### src/rtl/ctrl_pkg.sv
// Shared types and encodings for the multicycle control unit: FSM states, opcode classes, opcode map,
// ALU operations and PC source selects.
package ctrl_pkg;

   typedef enum logic [2:0] {
      FETCH      = 3'd0,
      DECODE     = 3'd1,
      EXECUTE    = 3'd2,
      MEM_ACCESS = 3'd3,
      WRITE_BACK = 3'd4,
      BRANCH     = 3'd5,
      HALT       = 3'd6
   } state_t;

   typedef enum logic [2:0] {
      CLS_ALU = 3'd0,
      CLS_LD  = 3'd1,
      CLS_ST  = 3'd2,
      CLS_J   = 3'd3,
      CLS_BR  = 3'd4,
      CLS_HLT = 3'd5,
      CLS_ILL = 3'd6
   } op_class_t;

   localparam logic [3:0] OP_ADD = 4'b0000;
   localparam logic [3:0] OP_SUB = 4'b0001;
   localparam logic [3:0] OP_AND = 4'b0010;
   localparam logic [3:0] OP_OR  = 4'b0011;
   localparam logic [3:0] OP_XOR = 4'b0100;
   localparam logic [3:0] OP_LD  = 4'b0101;
   localparam logic [3:0] OP_ST  = 4'b0110;
   localparam logic [3:0] OP_J   = 4'b0111;
   localparam logic [3:0] OP_BEQ = 4'b1000;
   localparam logic [3:0] OP_BNE = 4'b1001;
   localparam logic [3:0] OP_HLT = 4'b1111;

   localparam logic [2:0] ALU_ADD = 3'b001;
   localparam logic [2:0] ALU_SUB = 3'b010;
   localparam logic [2:0] ALU_AND = 3'b011;
   localparam logic [2:0] ALU_OR  = 3'b100;
   localparam logic [2:0] ALU_XOR = 3'b101;
   localparam logic [2:0] ALU_CMP = 3'b110;

   localparam logic [1:0] PC_SRC_INC = 2'b00;
   localparam logic [1:0] PC_SRC_BR  = 2'b01;
   localparam logic [1:0] PC_SRC_JMP = 2'b10;

endpackage

### src/rtl/ctrl_op_decode.sv
// Combinational opcode classifier and ALU-operation lookup; zero latency, no handshake.
// Any set bit above [3:0] makes the opcode illegal.
module ctrl_op_decode
   import ctrl_pkg::*;
#(
   parameter int OPCODE_W = 4,
   parameter int ALUCTL_W = 3
) (
   input  logic [OPCODE_W-1:0] opcode,
   output op_class_t           op_class,
   output logic [ALUCTL_W-1:0] alu_op
);

   logic [3:0] op_lo;
   logic       hi_clear;

   assign op_lo    = opcode[3:0];
   assign hi_clear = ((opcode >> 4) == '0);

   always_comb begin
      op_class = CLS_ILL;
      alu_op   = '0;
      if (hi_clear) begin
         case (op_lo)
            OP_ADD: begin op_class = CLS_ALU; alu_op = ALUCTL_W'(ALU_ADD); end
            OP_SUB: begin op_class = CLS_ALU; alu_op = ALUCTL_W'(ALU_SUB); end
            OP_AND: begin op_class = CLS_ALU; alu_op = ALUCTL_W'(ALU_AND); end
            OP_OR:  begin op_class = CLS_ALU; alu_op = ALUCTL_W'(ALU_OR);  end
            OP_XOR: begin op_class = CLS_ALU; alu_op = ALUCTL_W'(ALU_XOR); end
            OP_LD:  op_class = CLS_LD;
            OP_ST:  op_class = CLS_ST;
            OP_J:   op_class = CLS_J;
            OP_BEQ: op_class = CLS_BR;
            OP_BNE: op_class = CLS_BR;
            OP_HLT: op_class = CLS_HLT;
            default: op_class = CLS_ILL;
         endcase
      end
   end

endmodule

### src/rtl/mc_ctrl_fsm.sv
// Multicycle CPU control FSM; 2-5 cycles per instruction, stalls in FETCH/MEM_ACCESS while mem_ready=0.
// Retired-instruction counter is built only when CTRL_PERF_CNT_EN is defined.
module mc_ctrl_fsm
   import ctrl_pkg::*;
#(
   parameter int OPCODE_W = 4,
   parameter int ALUCTL_W = 3,
   parameter int CNT_W    = 32
) (
   input  logic                clk,
   input  logic                reset,
   input  logic [OPCODE_W-1:0] opcode,
   input  logic                zero,
   input  logic                mem_ready,
   output logic                mem_read,
   output logic                mem_write,
   output logic                iord,
   output logic                ir_write,
   output logic                pc_write,
   output logic [1:0]          pc_src,
   output logic                reg_write,
   output logic                result_src,
   output logic                alu_src,
   output logic [ALUCTL_W-1:0] alu_control,
   output logic                illegal_op,
   output logic                halted,
   output logic [CNT_W-1:0]    retired_cnt
);

   state_t              state;
   state_t              next_state;
   logic [OPCODE_W-1:0] op_q;
   logic [OPCODE_W-1:0] dec_in;
   op_class_t           op_class;
   logic [ALUCTL_W-1:0] alu_op;
   logic                is_beq;
   logic                taken;

   // The opcode port is only looked at in DECODE; every later state classifies the latched op_q.
   assign dec_in = (state == DECODE) ? opcode : op_q;
   assign is_beq = (op_q == OPCODE_W'(OP_BEQ));
   assign taken  = is_beq ? zero : !zero;

   ctrl_op_decode #(
      .OPCODE_W (OPCODE_W),
      .ALUCTL_W (ALUCTL_W)
   ) u_dec (
      .opcode   (dec_in),
      .op_class (op_class),
      .alu_op   (alu_op)
   );

   always_ff @(posedge clk or posedge reset) begin
      if (reset) begin
         state <= FETCH;
         op_q  <= '0;
      end else begin
         state <= next_state;
         if (state == DECODE) op_q <= opcode;
      end
   end

   always_comb begin
      next_state = state;
      case (state)
         FETCH:      if (mem_ready) next_state = DECODE;
         DECODE: begin
            case (op_class)
               CLS_ALU, CLS_LD, CLS_ST: next_state = EXECUTE;
               CLS_BR:                  next_state = BRANCH;
               CLS_HLT:                 next_state = HALT;
               default:                 next_state = FETCH;
            endcase
         end
         EXECUTE:    next_state = (op_class == CLS_ALU) ? WRITE_BACK : MEM_ACCESS;
         MEM_ACCESS: if (mem_ready) next_state = (op_class == CLS_LD) ? WRITE_BACK : FETCH;
         WRITE_BACK: next_state = FETCH;
         BRANCH:     next_state = FETCH;
         HALT:       next_state = HALT;
         default:    next_state = FETCH;
      endcase
   end

   // Reset gates every control line so nothing reaches the datapath while it is held.
   always_comb begin
      mem_read    = 1'b0;
      mem_write   = 1'b0;
      iord        = 1'b0;
      ir_write    = 1'b0;
      pc_write    = 1'b0;
      pc_src      = PC_SRC_INC;
      reg_write   = 1'b0;
      result_src  = 1'b0;
      alu_src     = 1'b0;
      alu_control = '0;
      illegal_op  = 1'b0;
      halted      = 1'b0;
      if (!reset) begin
         case (state)
            FETCH: begin
               mem_read = 1'b1;
               if (mem_ready) begin
                  ir_write = 1'b1;
                  pc_write = 1'b1;
                  pc_src   = PC_SRC_INC;
               end
            end
            DECODE: begin
               if (op_class == CLS_J) begin
                  pc_write = 1'b1;
                  pc_src   = PC_SRC_JMP;
               end
               illegal_op = (op_class == CLS_ILL);
            end
            EXECUTE: begin
               if (op_class == CLS_ALU) begin
                  alu_control = alu_op;
               end else begin
                  alu_control = ALUCTL_W'(ALU_ADD);
                  alu_src     = 1'b1;
               end
            end
            MEM_ACCESS: begin
               iord        = 1'b1;
               alu_control = ALUCTL_W'(ALU_ADD);
               alu_src     = 1'b1;
               mem_read    = (op_class == CLS_LD);
               mem_write   = (op_class == CLS_ST);
            end
            WRITE_BACK: begin
               reg_write  = 1'b1;
               result_src = (op_class == CLS_LD);
            end
            BRANCH: begin
               alu_control = ALUCTL_W'(ALU_CMP);
               pc_write    = taken;
               pc_src      = PC_SRC_BR;
            end
            HALT:    halted = 1'b1;
            default: ;
         endcase
      end
   end

`ifdef CTRL_PERF_CNT_EN
   logic             retire;
   logic [CNT_W-1:0] cnt_q;

   always_comb begin
      retire = 1'b0;
      case (state)
         WRITE_BACK, BRANCH: retire = 1'b1;
         MEM_ACCESS:         retire = mem_ready && (op_class == CLS_ST);
         DECODE:             retire = (op_class == CLS_J) || (op_class == CLS_HLT);
         default:            retire = 1'b0;
      endcase
   end

   always_ff @(posedge clk or posedge reset) begin
      if (reset)       cnt_q <= '0;
      else if (retire) cnt_q <= cnt_q + CNT_W'(1);
   end

   assign retired_cnt = cnt_q;
`else
   assign retired_cnt = '0;
`endif

endmodule

### config.mk
export PLATFORM = sky130hd
export DESIGN_NAME = mc_ctrl_fsm
export DESIGN_NICKNAME = d
export VERILOG_FILES = /design/src/rtl/ctrl_pkg.sv /design/src/rtl/ctrl_op_decode.sv /design/src/rtl/mc_ctrl_fsm.sv
export SDC_FILE = /design/constraint.sdc
export NUM_CORES = 1
export LEC_CHECK = 0
export CAP_MARGIN = 20
export CORE_MARGIN = 2
export CORE_UTILIZATION = 37
export CTS_CLUSTER_DIAMETER = 40
export DETAILED_ROUTE_END_ITERATION = 12
export PLACE_DENSITY = 0.79
export REMOVE_ABC_BUFFERS = 1
export SETUP_SLACK_MARGIN = 0.4
export SLEW_MARGIN = 20
export SYNTH_ARGS = -nofsm -noshare
export SYNTH_HDL_FRONTEND = slang
export SYNTH_SLANG_ARGS = --single-unit
### constraint.sdc
create_clock -name clk -period 2 [get_ports clk]
set_input_delay 0.2 -clock clk [delete_from_list [all_inputs] [get_ports clk]]
set_output_delay 0.2 -clock clk [all_outputs]
set_load 0.01 [all_outputs]
---- Word level (Yosys, flattened, before mapping) ----
Cells that the tools add are included.
word-level totals
  output and inout bits ................... 47
  input port bits ......................... 8
  register bits ........................... 7
cells by class
  eq/ne operators ......................... 25
  reduce and logical (&&, ||, !) cells .... 8
  multiplexer cells ....................... 39
operator list
  kind                count
  $pmux 3 s5          2
  $mux 1              21
  $eq 3x3->1 const B  6
  $mux 3              6
  $pmux 3 s3          2
  $pmux 3 s6          1
  $eq 4x3->1 const B  4
  $eq 4x4->1 const B  4
  $eq 3x2->1 const B  4
  $eq 4x2->1 const B  2
  $eq 3x1->1 const B  2
  $logic_not 3->1     2
  $reduce_or 5->1     1
  $eq 4x1->1 const B  1
  $logic_not 4->1     1
  $mux 2              2
  $mux 4              1
  $ne 2x2->1 const B  2
  $pmux 1 s2          2
  $pmux 2 s2          1
  $pmux 1 s3          1
  $reduce_or 3->1     1
  $reduce_and 2->1    1
  $reduce_or 2->1     1
  $logic_not 1->1     1

---- Logic depth before layout (Yosys ltp) ----
  word-level depth ........................ 9
  gate-level depth with buffers ........... 5
  gate-level depth less buffers ........... 4

---- Modules after synthesis ----
A second synthesis with hierarchy kept.
second synthesis, totals
  cell total of the unflattened synthesis .. 120
  area, all modules ....................... 942.2 µm²
by module, submodules not included
  module          cells each  area each (µm²)  sequential area each (µm²)  times used
  mc_ctrl_fsm     106         859.6            175.2                       1
  ctrl_op_decode  14          82.6             0.0                         1

---- Least setup slack after synthesis ----
OpenSTA, ideal clock, no wires.
  path type ............................... register to output
  from .................................... register state[1]
  to ...................................... output illegal_op
  setup slack ............................. 0.156 ns
  arrival time ............................ 1.644 ns
  data required time ...................... 1.800 ns
  cell stages (with the launch flop) ...... 5
  buffers on the path ..................... 1
  path through ............................ dfrtp_1 buf_6 nor3b_4 mux2_4 a2111oi_2
between the ends
  longest elaborated chain between the ends .. 8
  elaborated cells between the ends (all ways) .. 19
  those cells by class .................... 12 x eq/ne; 4 x mux; 3 x reduce/logical
RTL lines
  element                                                              RTL line              text
  start, declared                                                      mc_ctrl_fsm.sv:30     state_t state;
  start signal, assigned                                               mc_ctrl_fsm.sv:58     state <= next_state;
  $eq 3x1->1 *                                                         mc_ctrl_fsm.sv:40     assign dec_in = (state == DECODE) ? opcode : op_q;
  $mux 4 *                                                             --
  named net dec_in[0]                                                  mc_ctrl_fsm.sv:33     logic [OPCODE_W-1:0] dec_in;
  $eq 4x1->1, or another cell as far along                             ctrl_op_decode.sv:24  case (op_lo)
  $reduce_or 5->1 (no source line) or $reduce_or 2->1 (tied branches)  --
  $pmux 3 s6 *                                                         ctrl_op_decode.sv:24
  $eq 3x3->1 *                                                         mc_ctrl_fsm.sv:113    illegal_op = (op_class == CLS_ILL);
  $mux 1 *                                                             mc_ctrl_fsm.sv:99     case (state)
  $mux 1 *                                                             mc_ctrl_fsm.sv:98     if (!reset) begin
  end, declared                                                        mc_ctrl_fsm.sv:25     output logic illegal_op,
The timed path passes the listed nets; every way through them passes the cells marked *.

---- Final worst setup path ----
Same ends and word-level chain as after synthesis.

==> reports/metrics.yaml <==
power_and_ir_drop:
  p_leak_nw: 0.706
  power_mw: 1.94
  pwr_density_cell_mw_per_mm2: 1310
  ir_worst_vdd_v: 0.000614
timing:
  clock_skew_ns: 0.00446
  tns_ns: -0.0555
  min_period_ns: 2.06
  fin_crit_sh_pct: 103
  finalMaxSlewViolations: 0
  finalHoldViolCount: 0
  holdWs_ns: 0.269
  max_freq_ghz: 0.487
  layout_setup_ws_ns: -0.0555
  final-setup-viol-count: 1
  rsz0062_at_grt: "true"
cts:
  hold_buffers: 0
  cts_root_buf: "clkbuf_4"
  cts.clk_slew.worst_paths_ns: 0.05
  cts-buffers-inserted: 3
  cts_tree: "yes"
  clockBufferDepth: 2
  worstSkewPairLatency_ns: 0.26
  htreeDepth: 1
  clock-sinks: 7
floorplan:
  dieArea_mm2: 0.00290
  die_w_um: 53.9
  core_mm2: 0.00241
  rows: 18
  start_util_pct: 38.2
  die_h_um: 53.9
  ios: 55
finish:
  most-common-layout-cells: "buf_4, conb_1, buf_2, nand2_1"
  final_cells: 210
  layout.nets: 189
  area_delta_synth_final_pct: 60.3
  finish.utilization_pct: 61.3
  antenna_cells: 0
  final_cell_area_mm2: 0.00148
  drive_gt1_share_pct: 48.3
  mostFrequentLayoutCell: "buf_4"
synthesis:
  synth-seq-cells: 7
  yosysUniqueCellTypes: 40
  syn_inst: 122
  syn-mean-instance-area_um2: 7.55
  syn-cell-area_um2: 921
  synth_seq_area_share_pct: 19.0
  yosys_warnings: 0
critical_path:
  cp_slowest_cell: "dfrtp_1"
  cp.required_ns: 1.80
  r2r_setup_slack_ns: 0.45
  worstSetupEndpointType: "output pin"
  cp_slowest_stage_delay_ns: 0.41
  worstRegToRegCells: 7
  path_class: "reg2out"
  crit_arrival_ns: 1.86
  crit_path_start_kind: "register"
  crit_chain: "nor3b_4 -> buf_4 -> mux2_4 -> a2111oi_4 -> buf_2"
  path_max_fanout: 3
detailed_routing:
  viasPerCell: 4.71
  ant_nets: 0
  drt_iter0_drc: 14
  drc: 0
  routedWlPerCell_um: 13.2
  drt_pass1_iterations: 4
  vias: 990
  routed_wl_um: 2770
placed_design:
  portBuffers: 22
  place.gp.congestion: 0.906
  dp_hpwl_um: 1830
  placed_area_mm2: 0.00122
  dpl_worst_slack_ns: -0.204
  dp_cells: 194
global_routing:
  grt_pass1_wl_um: 3860
  grt_use_total_pct: 19.1
  overflow: 0
  grt_pass1_vias: 868
  grt_max_degree: 13
  antenna_found_initial: 0
run:
  cap_violations: 0
outcome:
  status: "finished, violations left"
  failed_checks: "setup timing"
hold_path:
  min_path_type: "in2async"
[final timing paths]
| kind | from | endpoint |
|---|---|---|
| setup / recovery | state[1]$_DFFE_PP0P_ | illegal_op |
| hold / removal | reset | state[0]$_DFFE_PP0P_ |
| setup reg to reg | state[1]$_DFFE_PP0P_ | state[1]$_DFFE_PP0P_ |
| hold reg to reg | op_q[1]$_DFF_PP0_ | op_q[1]$_DFF_PP0_ |
| max in group asynchronous | reset | op_q[1]$_DFF_PP0_ |
| min in group clk | opcode[1] | op_q[1]$_DFF_PP0_ |
[cell type report]
type / count / area (um2)
multi-input cells: 104 / 751
inverters: 4 / 15.0
repair buffers: 61 / 472
fillers: 205 / 933
flip-flops and latches: 7 / 175
clock buffers: 4 / 26.3
well taps: 30 / 37.5
[power by group]
part,internal (mW),total (mW),switching (mW)
Clock,0.0765,0.135,0.0580
Sequential,0.213,0.304,0.0915
Combinational,0.773,1.50,0.729
[kinds of logic after synthesis]
logic type	Yosys count	share of synthesized area [%]
compound gates	22	16.8
xor+xnor	3	2.85
buf+inv	42	31.2
flops	7	19.0
mux	2	2.85
other cells	1	0.407
simple gates	45	26.8
[cells in the mapped netlist (all sizes together)]
cell type | instances | share of area (%)
buf | 35 | 28
nor3 | 3 | 1.6
xnor2 | 2 | 1.9
nand3 | 4 | 2.2
mux2 | 2 | 2.9
nand2b | 1 | 0.68
nor4 | 2 | 1.4
a31oi | 1 | 0.68
a2111oi | 3 | 4.3
o21ai | 5 | 2.7
dfrtp | 7 | 19
and2b | 1 | 0.82
conb | 1 | 0.41
a21oi | 6 | 3.3
xor2 | 1 | 0.95
nand2 | 15 | 6.4
nand3b | 1 | 0.82
or3 | 1 | 0.68
nand4b | 1 | 0.95
o31ai | 1 | 0.82
clkbuf | 3 | 1.2
and2 | 4 | 2.7
nor4b | 1 | 0.95
nand4 | 1 | 0.68
a211oi | 2 | 1.6
nor2b | 1 | 0.68
nor3b | 2 | 3.4
o22ai | 1 | 0.68
o221ai | 1 | 0.95
nor2 | 7 | 2.9
inv | 4 | 1.6
o2111ai | 1 | 0.95
o211ai | 1 | 0.82
[repair_timing]
action	4_1_cts	5_1_grt
pin swaps	6	10
buffers inserted	7	5
gates resized for setup	82	20
endpoints found under the setup margin	15	16
[worst max-delay path, delay by kind of cell, from the launching register on]
kind,cells,cell delay [ns]
AO/OA/AOI/OAI,1,0.29
buffers and inverters,2,0.33
flip-flops,1,0.41
multiplexers,1,0.34
AND/OR/NAND/NOR,1,0.23
[sequential cells by signal (all words and copies together) (netlist names)]
name,flops
op_q,4
state,3
[metal layers]
layer	global-route usage [%]	part of all wire, %	wire (um)	vias up
met1	19.6	36	1010	464
met2	36.6	55	1510	47
met5	0	0	0	-
met4	12.0	3.0	83	0
li1	-	-	-	472
met3	1.39	6.0	167	7
(Power assumes the default switching activity.)
